## src/rtl/spi_xfer_engine_if.sv

```systemverilog
// spi_xfer_engine_if: groups the FIFO, SPI and status signals of spi_xfer_engine.
// Latency: none, this is wiring only.
// Backpressure: carried by tx_empty_i / rx_full_i, which the engine observes.
interface spi_xfer_engine_if #(
  parameter int g_width = 32
);
  logic               clr_i;
  logic               en_i;
  logic [g_width-1:0] tx_data_i;
  logic               tx_empty_i;
  logic               tx_pull_o;
  logic [g_width-1:0] rx_data_o;
  logic               rx_full_i;
  logic               rx_push_o;
  logic               sck_o;
  logic               mosi_o;
  logic               miso_i;
  logic               ss_n_o;
  logic               busy_o;
  logic               rx_ovr_o;

  // Engine side
  modport master (
    input  clr_i, en_i, tx_data_i, tx_empty_i, rx_full_i, miso_i,
    output tx_pull_o, rx_data_o, rx_push_o, sck_o, mosi_o, ss_n_o, busy_o, rx_ovr_o
  );

  // FIFO / SPI device side
  modport slave (
    output clr_i, en_i, tx_data_i, tx_empty_i, rx_full_i, miso_i,
    input  tx_pull_o, rx_data_o, rx_push_o, sck_o, mosi_o, ss_n_o, busy_o, rx_ovr_o
  );
endinterface

```

## src/rtl/spi_xfer_engine.sv

```systemverilog
// spi_xfer_engine: SPI mode-0 master moving one word per transfer from a TX FIFO to an RX FIFO (define SPI_LSB_FIRST_EN for LSB-first order).
// Latency: rx_push_o fires (2*g_width+1)*g_clk_div+1 cycles after the tx_pull_o cycle.
// Backpressure: no transfer starts while rx_full_i is high; a full RX FIFO at word end drops the word and sets rx_ovr_o.
module spi_xfer_engine #(
  parameter int g_width   = 32,
  parameter int g_clk_div = 4
) (
  input  logic              clk_i,
  input  logic              rst_i,
  spi_xfer_engine_if.master bus
);

  localparam int DIV_W  = (g_clk_div > 1) ? $clog2(g_clk_div) : 1;
  localparam int EDGE_W = $clog2(2 * g_width);
  localparam logic [DIV_W-1:0]  DIV_LAST  = DIV_W'(g_clk_div - 1);
  localparam logic [EDGE_W-1:0] EDGE_LAST = EDGE_W'(2 * g_width - 1);
`ifdef SPI_LSB_FIRST_EN
  localparam int TX_BIT = 0;
`else
  localparam int TX_BIT = g_width - 1;
`endif

  typedef enum logic [1:0] {
    S_IDLE,
    S_LOAD,
    S_SHIFT,
    S_DONE
  } state_t;

  state_t              state_q, state_d;
  logic [DIV_W-1:0]    div_q;
  logic [EDGE_W-1:0]   edge_q;
  logic                sck_q;
  logic                smp_q;
  logic [g_width-1:0]  shreg_q;
  logic [g_width-1:0]  shift_nxt;
  logic [g_width-1:0]  rx_q;
  logic                ovr_q;
  logic                start;
  logic                div_tick;
  logic                last_edge;
  logic                on_wire;

  assign div_tick  = (div_q == DIV_LAST);
  assign last_edge = (edge_q == EDGE_LAST);
  assign on_wire   = (state_q == S_LOAD) || (state_q == S_SHIFT);

  // The bit sampled on the rising edge enters the register on the following
  // falling edge, so MOSI only ever moves while SCK falls.
`ifdef SPI_LSB_FIRST_EN
  assign shift_nxt = {smp_q, shreg_q[g_width-1:1]};
`else
  assign shift_nxt = {shreg_q[g_width-2:0], smp_q};
`endif

  // State register
  always_ff @(posedge clk_i) begin
    if (rst_i) begin
      state_q <= S_IDLE;
    end else begin
      state_q <= state_d;
    end
  end

  // Next-state and start decision
  always_comb begin
    state_d = state_q;
    start   = 1'b0;
    case (state_q)
      S_IDLE: begin
        if (bus.en_i && !bus.tx_empty_i && !bus.rx_full_i) begin
          start   = 1'b1;
          state_d = S_LOAD;
        end
      end
      S_LOAD: begin
        if (div_tick) begin
          state_d = S_LOAD == S_LOAD ? S_SHIFT : S_SHIFT;
        end
      end
      S_SHIFT: begin
        if (div_tick && last_edge) begin
          state_d = S_DONE;
        end
      end
      S_DONE: begin
        state_d = S_IDLE;
      end
      default: begin
        state_d = S_IDLE;
      end
    endcase
  end

  // Divider, SCK generation, shift register and received-word capture
  always_ff @(posedge clk_i) begin
    if (rst_i) begin
      div_q   <= '0;
      edge_q  <= '0;
      sck_q   <= 1'b0;
      smp_q   <= 1'b0;
      shreg_q <= '0;
      rx_q    <= '0;
    end else begin
      case (state_q)
        S_IDLE: begin
          div_q  <= '0;
          edge_q <= '0;
          sck_q  <= 1'b0;
          if (start) begin
            shreg_q <= bus.tx_data_i;
          end
        end
        S_LOAD: begin
          div_q <= div_tick ? '0 : div_q + DIV_W'(1);
        end
        S_SHIFT: begin
          if (div_tick) begin
            div_q  <= '0;
            sck_q  <= ~sck_q;
            edge_q <= edge_q + EDGE_W'(1);
            if (!sck_q) begin
              smp_q <= bus.miso_i;
            end else begin
              shreg_q <= shift_nxt;
              if (last_edge) begin
                rx_q <= shift_nxt;
              end
            end
          end else begin
            div_q <= div_q + DIV_W'(1);
          end
        end
        default: begin
          div_q <= '0;
        end
      endcase
    end
  end

  // Sticky overrun flag; clear wins over a simultaneous overrun
  always_ff @(posedge clk_i) begin
    if (rst_i || bus.clr_i) begin
      ovr_q <= 1'b0;
    end else if ((state_q == S_DONE) && bus.rx_full_i) begin
      ovr_q <= 1'b1;
    end
  end

  assign bus.tx_pull_o = start & ~rst_i;
  assign bus.rx_push_o = (state_q == S_DONE) & ~bus.rx_full_i & ~rst_i;
  assign bus.ss_n_o    = ~on_wire;
  assign bus.busy_o    = (state_q != S_IDLE);
  assign bus.sck_o     = sck_q;
  assign bus.mosi_o    = on_wire ? shreg_q[TX_BIT] : 1'b0;
  assign bus.rx_data_o = rx_q;
  assign bus.rx_ovr_o  = ovr_q;

endmodule
```

## src/flat_wrapper.sv

```systemverilog
// flat-port wrapper written by rule: the top's interface ports become plain ports
module spi_xfer_engine_flat 
#(
  parameter int g_width   = 32,
  parameter int g_clk_div = 4
)
  (clk_i, rst_i, bus_clr_i, bus_en_i, bus_tx_data_i, bus_tx_empty_i, bus_rx_full_i, bus_miso_i, bus_tx_pull_o, bus_rx_data_o, bus_rx_push_o, bus_sck_o, bus_mosi_o, bus_ss_n_o, bus_busy_o, bus_rx_ovr_o);
  spi_xfer_engine_if #(.g_width(g_width)) bus_i ();
  input  logic clk_i;
  input  logic rst_i;
  input wire logic [$bits(bus_i.clr_i)-1:0] bus_clr_i;
  input wire logic [$bits(bus_i.en_i)-1:0] bus_en_i;
  input wire logic [$bits(bus_i.tx_data_i)-1:0] bus_tx_data_i;
  input wire logic [$bits(bus_i.tx_empty_i)-1:0] bus_tx_empty_i;
  input wire logic [$bits(bus_i.rx_full_i)-1:0] bus_rx_full_i;
  input wire logic [$bits(bus_i.miso_i)-1:0] bus_miso_i;
  output wire logic [$bits(bus_i.tx_pull_o)-1:0] bus_tx_pull_o;
  output wire logic [$bits(bus_i.rx_data_o)-1:0] bus_rx_data_o;
  output wire logic [$bits(bus_i.rx_push_o)-1:0] bus_rx_push_o;
  output wire logic [$bits(bus_i.sck_o)-1:0] bus_sck_o;
  output wire logic [$bits(bus_i.mosi_o)-1:0] bus_mosi_o;
  output wire logic [$bits(bus_i.ss_n_o)-1:0] bus_ss_n_o;
  output wire logic [$bits(bus_i.busy_o)-1:0] bus_busy_o;
  output wire logic [$bits(bus_i.rx_ovr_o)-1:0] bus_rx_ovr_o;
  assign bus_i.clr_i = bus_clr_i;
  assign bus_i.en_i = bus_en_i;
  assign bus_i.tx_data_i = bus_tx_data_i;
  assign bus_i.tx_empty_i = bus_tx_empty_i;
  assign bus_i.rx_full_i = bus_rx_full_i;
  assign bus_i.miso_i = bus_miso_i;
  assign bus_tx_pull_o = bus_i.tx_pull_o;
  assign bus_rx_data_o = bus_i.rx_data_o;
  assign bus_rx_push_o = bus_i.rx_push_o;
  assign bus_sck_o = bus_i.sck_o;
  assign bus_mosi_o = bus_i.mosi_o;
  assign bus_ss_n_o = bus_i.ss_n_o;
  assign bus_busy_o = bus_i.busy_o;
  assign bus_rx_ovr_o = bus_i.rx_ovr_o;
  spi_xfer_engine #(.g_width(g_width), .g_clk_div(g_clk_div)) u_core (.clk_i(clk_i), .rst_i(rst_i), .bus(bus_i));
endmodule
```

## config.mk

```make
export PLATFORM = sky130hd
export DESIGN_NAME = spi_xfer_engine_flat
export DESIGN_NICKNAME = d
export VERILOG_FILES = /design/src/rtl/spi_xfer_engine_if.sv /design/src/rtl/spi_xfer_engine.sv /design/src/flat_wrapper.sv
export SDC_FILE = /design/constraint.sdc
export NUM_CORES = 1
export LEC_CHECK = 0
export ABC_CLOCK_PERIOD_IN_PS = 4200
export BUFFER_PORTS_ARGS = -buffer_cell sky130_fd_sc_hd__buf_2
export CAP_MARGIN = 20
export CELL_PAD_IN_SITES_DETAIL_PLACEMENT = 1
export CELL_PAD_IN_SITES_GLOBAL_PLACEMENT = 1
export CORE_AREA = 2 2 92 94
export CTS_CLUSTER_SIZE = 25
export DETAILED_ROUTE_END_ITERATION = 6
export DIE_AREA = 0 0 94 96
export PLACE_DENSITY = 0.83
export SETUP_SLACK_MARGIN = 0.4
export SLEW_MARGIN = 20
export SYNTH_ARGS = -nofsm -noshare
export SYNTH_HDL_FRONTEND = slang
export SYNTH_SLANG_ARGS = --single-unit
```

## constraint.sdc

```tcl
create_clock -name clk_i -period 4.2 [get_ports clk_i]
set_input_delay 0.21 -clock clk_i [delete_from_list [all_inputs] [get_ports clk_i]]
set_output_delay 0.21 -clock clk_i [all_outputs]
set_load 0.005 [all_outputs]
```

# Word level (Yosys, flattened, before mapping)
# Index checks and enable logic that the tools add are counted.
[totals] register_bits=77 word_cells=62 input_bits=39 out_inout_bits=39
[classes] n_bitwise=8 addsub=2 n_eq_ne=11 muxes=15 n_reduce_logical=18
[op_table] operator="two-way mux 32 bit" count=3
[op_table] operator="one-hot mux 32 bit (2 select lines)" count=1
[op_table] operator="one-hot mux 6 bit (2 select lines)" count=1
[op_table] operator="!= test 2 x 1 -> 1 bit (second input constant)" count=5
[op_table] operator="one-hot mux 2 bit (4 select lines)" count=1
[op_table] operator="AND reduction 4 bit" count=2
[op_table] operator="adder 6 x 1 -> 6 bit (second input constant)" count=1
[op_table] operator="== test 2 bit (second input constant)" count=3
[op_table] operator="== test 6 bit (second input constant)" count=1
[op_table] operator="two-way mux 2 bit" count=3
[op_table] operator="two-way mux 6 bit" count=1
[op_table] operator="AND reduction 3 bit" count=2
[op_table] operator="NOT 1 bit" count=5
[op_table] operator="logical AND 1 bit" count=4
[op_table] operator="two-way mux 1 bit" count=4
[op_table] operator="nonzero test 2 bit" count=2
[op_table] operator="AND 1 bit" count=3
[op_table] operator="OR reduction 3 bit" count=1
[op_table] operator="adder 2 x 1 -> 2 bit (second input constant)" count=1
[op_table] operator="== test 2 x 1 -> 1 bit (second input constant)" count=1
[op_table] operator="zero test 1 bit" count=2
[op_table] operator="zero test 2 bit" count=1
[op_table] operator="logical OR 1 bit" count=2
[op_table] operator="!= test 2 bit (second input constant)" count=1
[op_table] operator="other kinds (3)" count=3

# Depth between registers and ports, before layout
[depth] depth_word=7 mapped_depth=8 mapped_depth_nobuf=6

# Worst setup path after synthesis
# No wires, ideal clock.
[synth_timing] path_kind="flip-flop to flip-flop" startpoint="register u_core.state_q[0]" endpoint="register u_core.shreg_q[10]" path_slack_ns=2.623 setup_time_ns=0.146 stages_incl_launch_ff=7 arrival_ns=1.431 path_buffers=2 synth_period_minus_slack_ns=1.577 required_ns=4.054 cell_sequence="dfxtp_1 > inv_1 > ha_1 > buf_2 > buf_2 > mux2i_1 > a211oi_2"
[synth_between] elab_chain_len=4 elab_cells_between_ends=9 cone_classes="4 x eq/ne; 2 x mux; 3 x reduce/logical"
[synth_rtl] item="start, declared" line="spi_xfer_engine.sv:30" source="state_t state_q, state_d;"
[synth_rtl] item="start signal, assigned" line="spi_xfer_engine.sv:61" source="state_q <= state_d;"
[synth_rtl] item="zero test 2 bit" line="spi_xfer_engine.sv:69, spi_xfer_engine.sv:105"
[synth_rtl] item="two-way mux 1 bit" line="spi_xfer_engine.sv:69" source="case (state_q)"
[synth_rtl] item="!= test 2 x 1 -> 1 bit (no line)"
[synth_rtl] item="AND reduction 4 bit (no line)"
[synth_rtl] item="end signal, assigned" line="spi_xfer_engine.sv:111" source="shreg_q <= bus.tx_data_i;"
[synth_rtl] item="end signal, assigned" line="spi_xfer_engine.sv:125" source="shreg_q <= shift_nxt;"
[synth_rtl] item="end, declared" line="spi_xfer_engine.sv:35" source="logic [g_width-1:0] shreg_q;"
# Parallel ways exist; a longest one is shown, timed or not.
# A chain may end at the register's enable or synchronous reset.

# Final worst setup path
[layout_timing] startpoint="register u_core.state_q[0]" endpoint="register u_core.shreg_q[1]"
# The elaborated chain is that of the path after synthesis.

==> metrics <==
final setup vio count=0; CP Launch Type=flop; Crit. End Element=flop; total CTS buffers=9; register area=1540 sq um; worst-margin pin slew=908 ps; post-synthesis cell area=3340 sq um; hold crit path type=primary input to flop; min Tclk post-route=2660 ps; PortBufs=77; final WL=8100 um; most frequent cells in the layout=77 x dfxtp_1, 76 x buf_2, 68 x nand2_1, 40 x nor2_1, 37 x a21oi_1; FMAX=376 MHz; period utilisation layout=0.633; Final ANT Viol Nets=0; sw power=0.000812 W; htree depth=3; sequential fraction of the synthesis area=0.462; CTS Hold Bufs=0; clock sinks=77; Post-DP HPWL=5680 um; core box area=8050 sq um; Die H=96 um; WP data arrival=2910 ps; Worst Path Required=4450 ps; diode count=0; initial antenna violation count=0; pin count of the biggest net entering global routing=75; via count=2724; Yosys reg bits=77; Netlist cell types=35; fin nets=471; most common cell after layout, fill and taps aside=dfxtp_1; Seq pwr share=0.445; Skew-Pair Late Insertion Delay=350 ps; GR Util All Layers=0.192; vias in the first global route=2858; Die ar.=9020 sq um; Slew headroom=0.394; PD cells=578 nW/um^2; Syn Area/Cell=9.30 sq um; Pint=0.00146 W; Die Width=94 um; status=finished, final reports clean; DRT iter0 DRCs=59; share of layout cells above drive strength 1=0.287; Overflow after GRT=0; setup_tns=0 ps; RSZ-0062 raised after global routing=false; largest cells by area after synthesis=dfxtp_1 46%, a211oi_2 10%, mux2i_1 9.9%; Comb pwr share=0.326; Root Buffer=clkbuf_8; clock share of power=0.229; post_cts resized=0; IO Pins=78; Max Slew Vio Count=0; MaxCap Viol Count=0; yosys warns=0; Rows=33; area leader, netlist=dfxtp_1; Multi-input gate area=1640 sq um; cell count after synthesis=359; drt pass-1 iters=4; Sw Share=0.358; global-route wire length before repair=13500 um; Hold Violations, Final=0; drt drc=0; Fill cells=972; Area growth syn-to-layout=17.5%; CP Launch Point=u_core.state_q[0]; Post-Synthesis Net Count=405; min-delay src=bus_clr_i; GPL Wtd Cong=0.758; CTS Buffer Depth=2; via/cell ratio=5.10; # Post-CTS Setup Buffers=0; initial core utilization=0.415; DR WL/cell=15.2 um; WS Path Type=flop to flop; maximum VDD drop=301 uV; CTS tree=built; Worst R2R Start=u_core.state_q[0]; setup ws final=1540 ps; skew final=11.8 ps; Place WS=1540 ps; share of the synthesized area in the top cell type=0.462; critical-path maximum fanout=54; clk slew on worst S/H paths=70 ps; Lkg Pwr=1.48 nW; fin util=0.487
-- cell families (layout without fill, tap and decap cells) --
group | Yosys count | in the layout | synth area share
compound gates | 79 | 79 | 0.195
mux | 33 | 33 | 0.0989
flops | 77 | 77 | 0.462
simple gates | 129 | 129 | 0.163
buf+inv | 31 | 101 | 0.0476
xor+xnor | 3 | 3 | 0.00787
fa+ha+maj | 7 | 7 | 0.0262
-- final timing paths --
| kind | to | slack [ps] | cells after the start |
|---|---|---|---|
| setup / recovery | u_core.shreg_q[1] | 1540 | 7 |
| hold / removal | u_core.bus.rx_ovr_o | 20 | 2 |
| setup reg to reg | u_core.shreg_q[1] | 1540 | 7 |
| hold reg to reg | u_core.div_q[0] | 440 | 1 |
-- cell usage after synthesis --
cell        n
nor4_1      1
dfxtp_1    77
a211oi_2   28
and2_1      1
nor2_1     40
nor3_1      4
nand3_1     3
mux2i_1    33
o21ai_0     3
or3_1       1
a21boi_0    1
buf_4       3
or3b_4      1
buf_6       3
nand2b_1    1
nand2_1    68
o311a_1     1
a32oi_1     1
buf_2       7
nor4b_1     1
nor2b_1     2
o2bb2ai_1   1
a22oi_4     1
nand3b_1    1
o21a_1      2
clkbuf_1   13
nor3b_1     1
and3_1      2
inv_1       5
xnor2_1     3
and4_1      1
nand4b_1    1
a211oi_1    4
a21oi_1    37
ha_1        7
-- per-layer routing --
layer,up-vias,track usage,routed length (um)
met5,-,0,0
met4,0,0.0906,167
met3,13,0.0298,277
met2,55,0.347,4120
met1,1291,0.221,3530
li1,1365,-,-
-- worst max-delay path, stage by stage (launching register included) --
cell	delay [ps]
dfxtp_1	330
inv_1	120
ha_2	540
nand3_1	210
a22oi_4	380
buf_4	590
nor2_1	110
a211oi_1	230
-- area by class of cell --
class                   count  share of cell area
clock buffers              13              0.0354
clock inverters             2             0.00893
inverters                   5             0.00478
multi-input cells         251               0.418
flip-flops and latches     77               0.393
well taps                 105              0.0335
repair buffers             81               0.106
-- registers in the layout, indices dropped and copies added (netlist names) --
register and count:
u_core.div_q 2, u_core.bus.rx_data_o 32, u_core.smp_q 1, u_core.shreg_q 32, u_core.bus.sck_o 1, u_core.bus.rx_ovr_o 1, u_core.state_q 2, u_core.edge_q 6
-- metrics by stage --
step           instance area [sq um]  hold WS (ps)  power (W)  cells
3_5_place_dp                    3750           378    0.00177    519
6_report                        3930          18.2    0.00227    534
4_1_cts                         3930          5.07    0.00230    534
3_3_place_gp                    3750           374    0.00171    519
5_1_grt                         3930          11.3    0.00242    534
2_1_floorplan                   3340           287    0.00164    359
-- power groups by stage --
stage                     registers (W)  clock network (W)  logic (W)
final                           0.00101           0.000520   0.000739
after CTS                       0.00101           0.000533   0.000755
after global placement          0.00102                  0   0.000699
after floorplan                0.000987                  0   0.000655
after global routing            0.00103           0.000565   0.000824
after detailed placement        0.00102                  0   0.000749
Power figures use the tool's default switching activity.
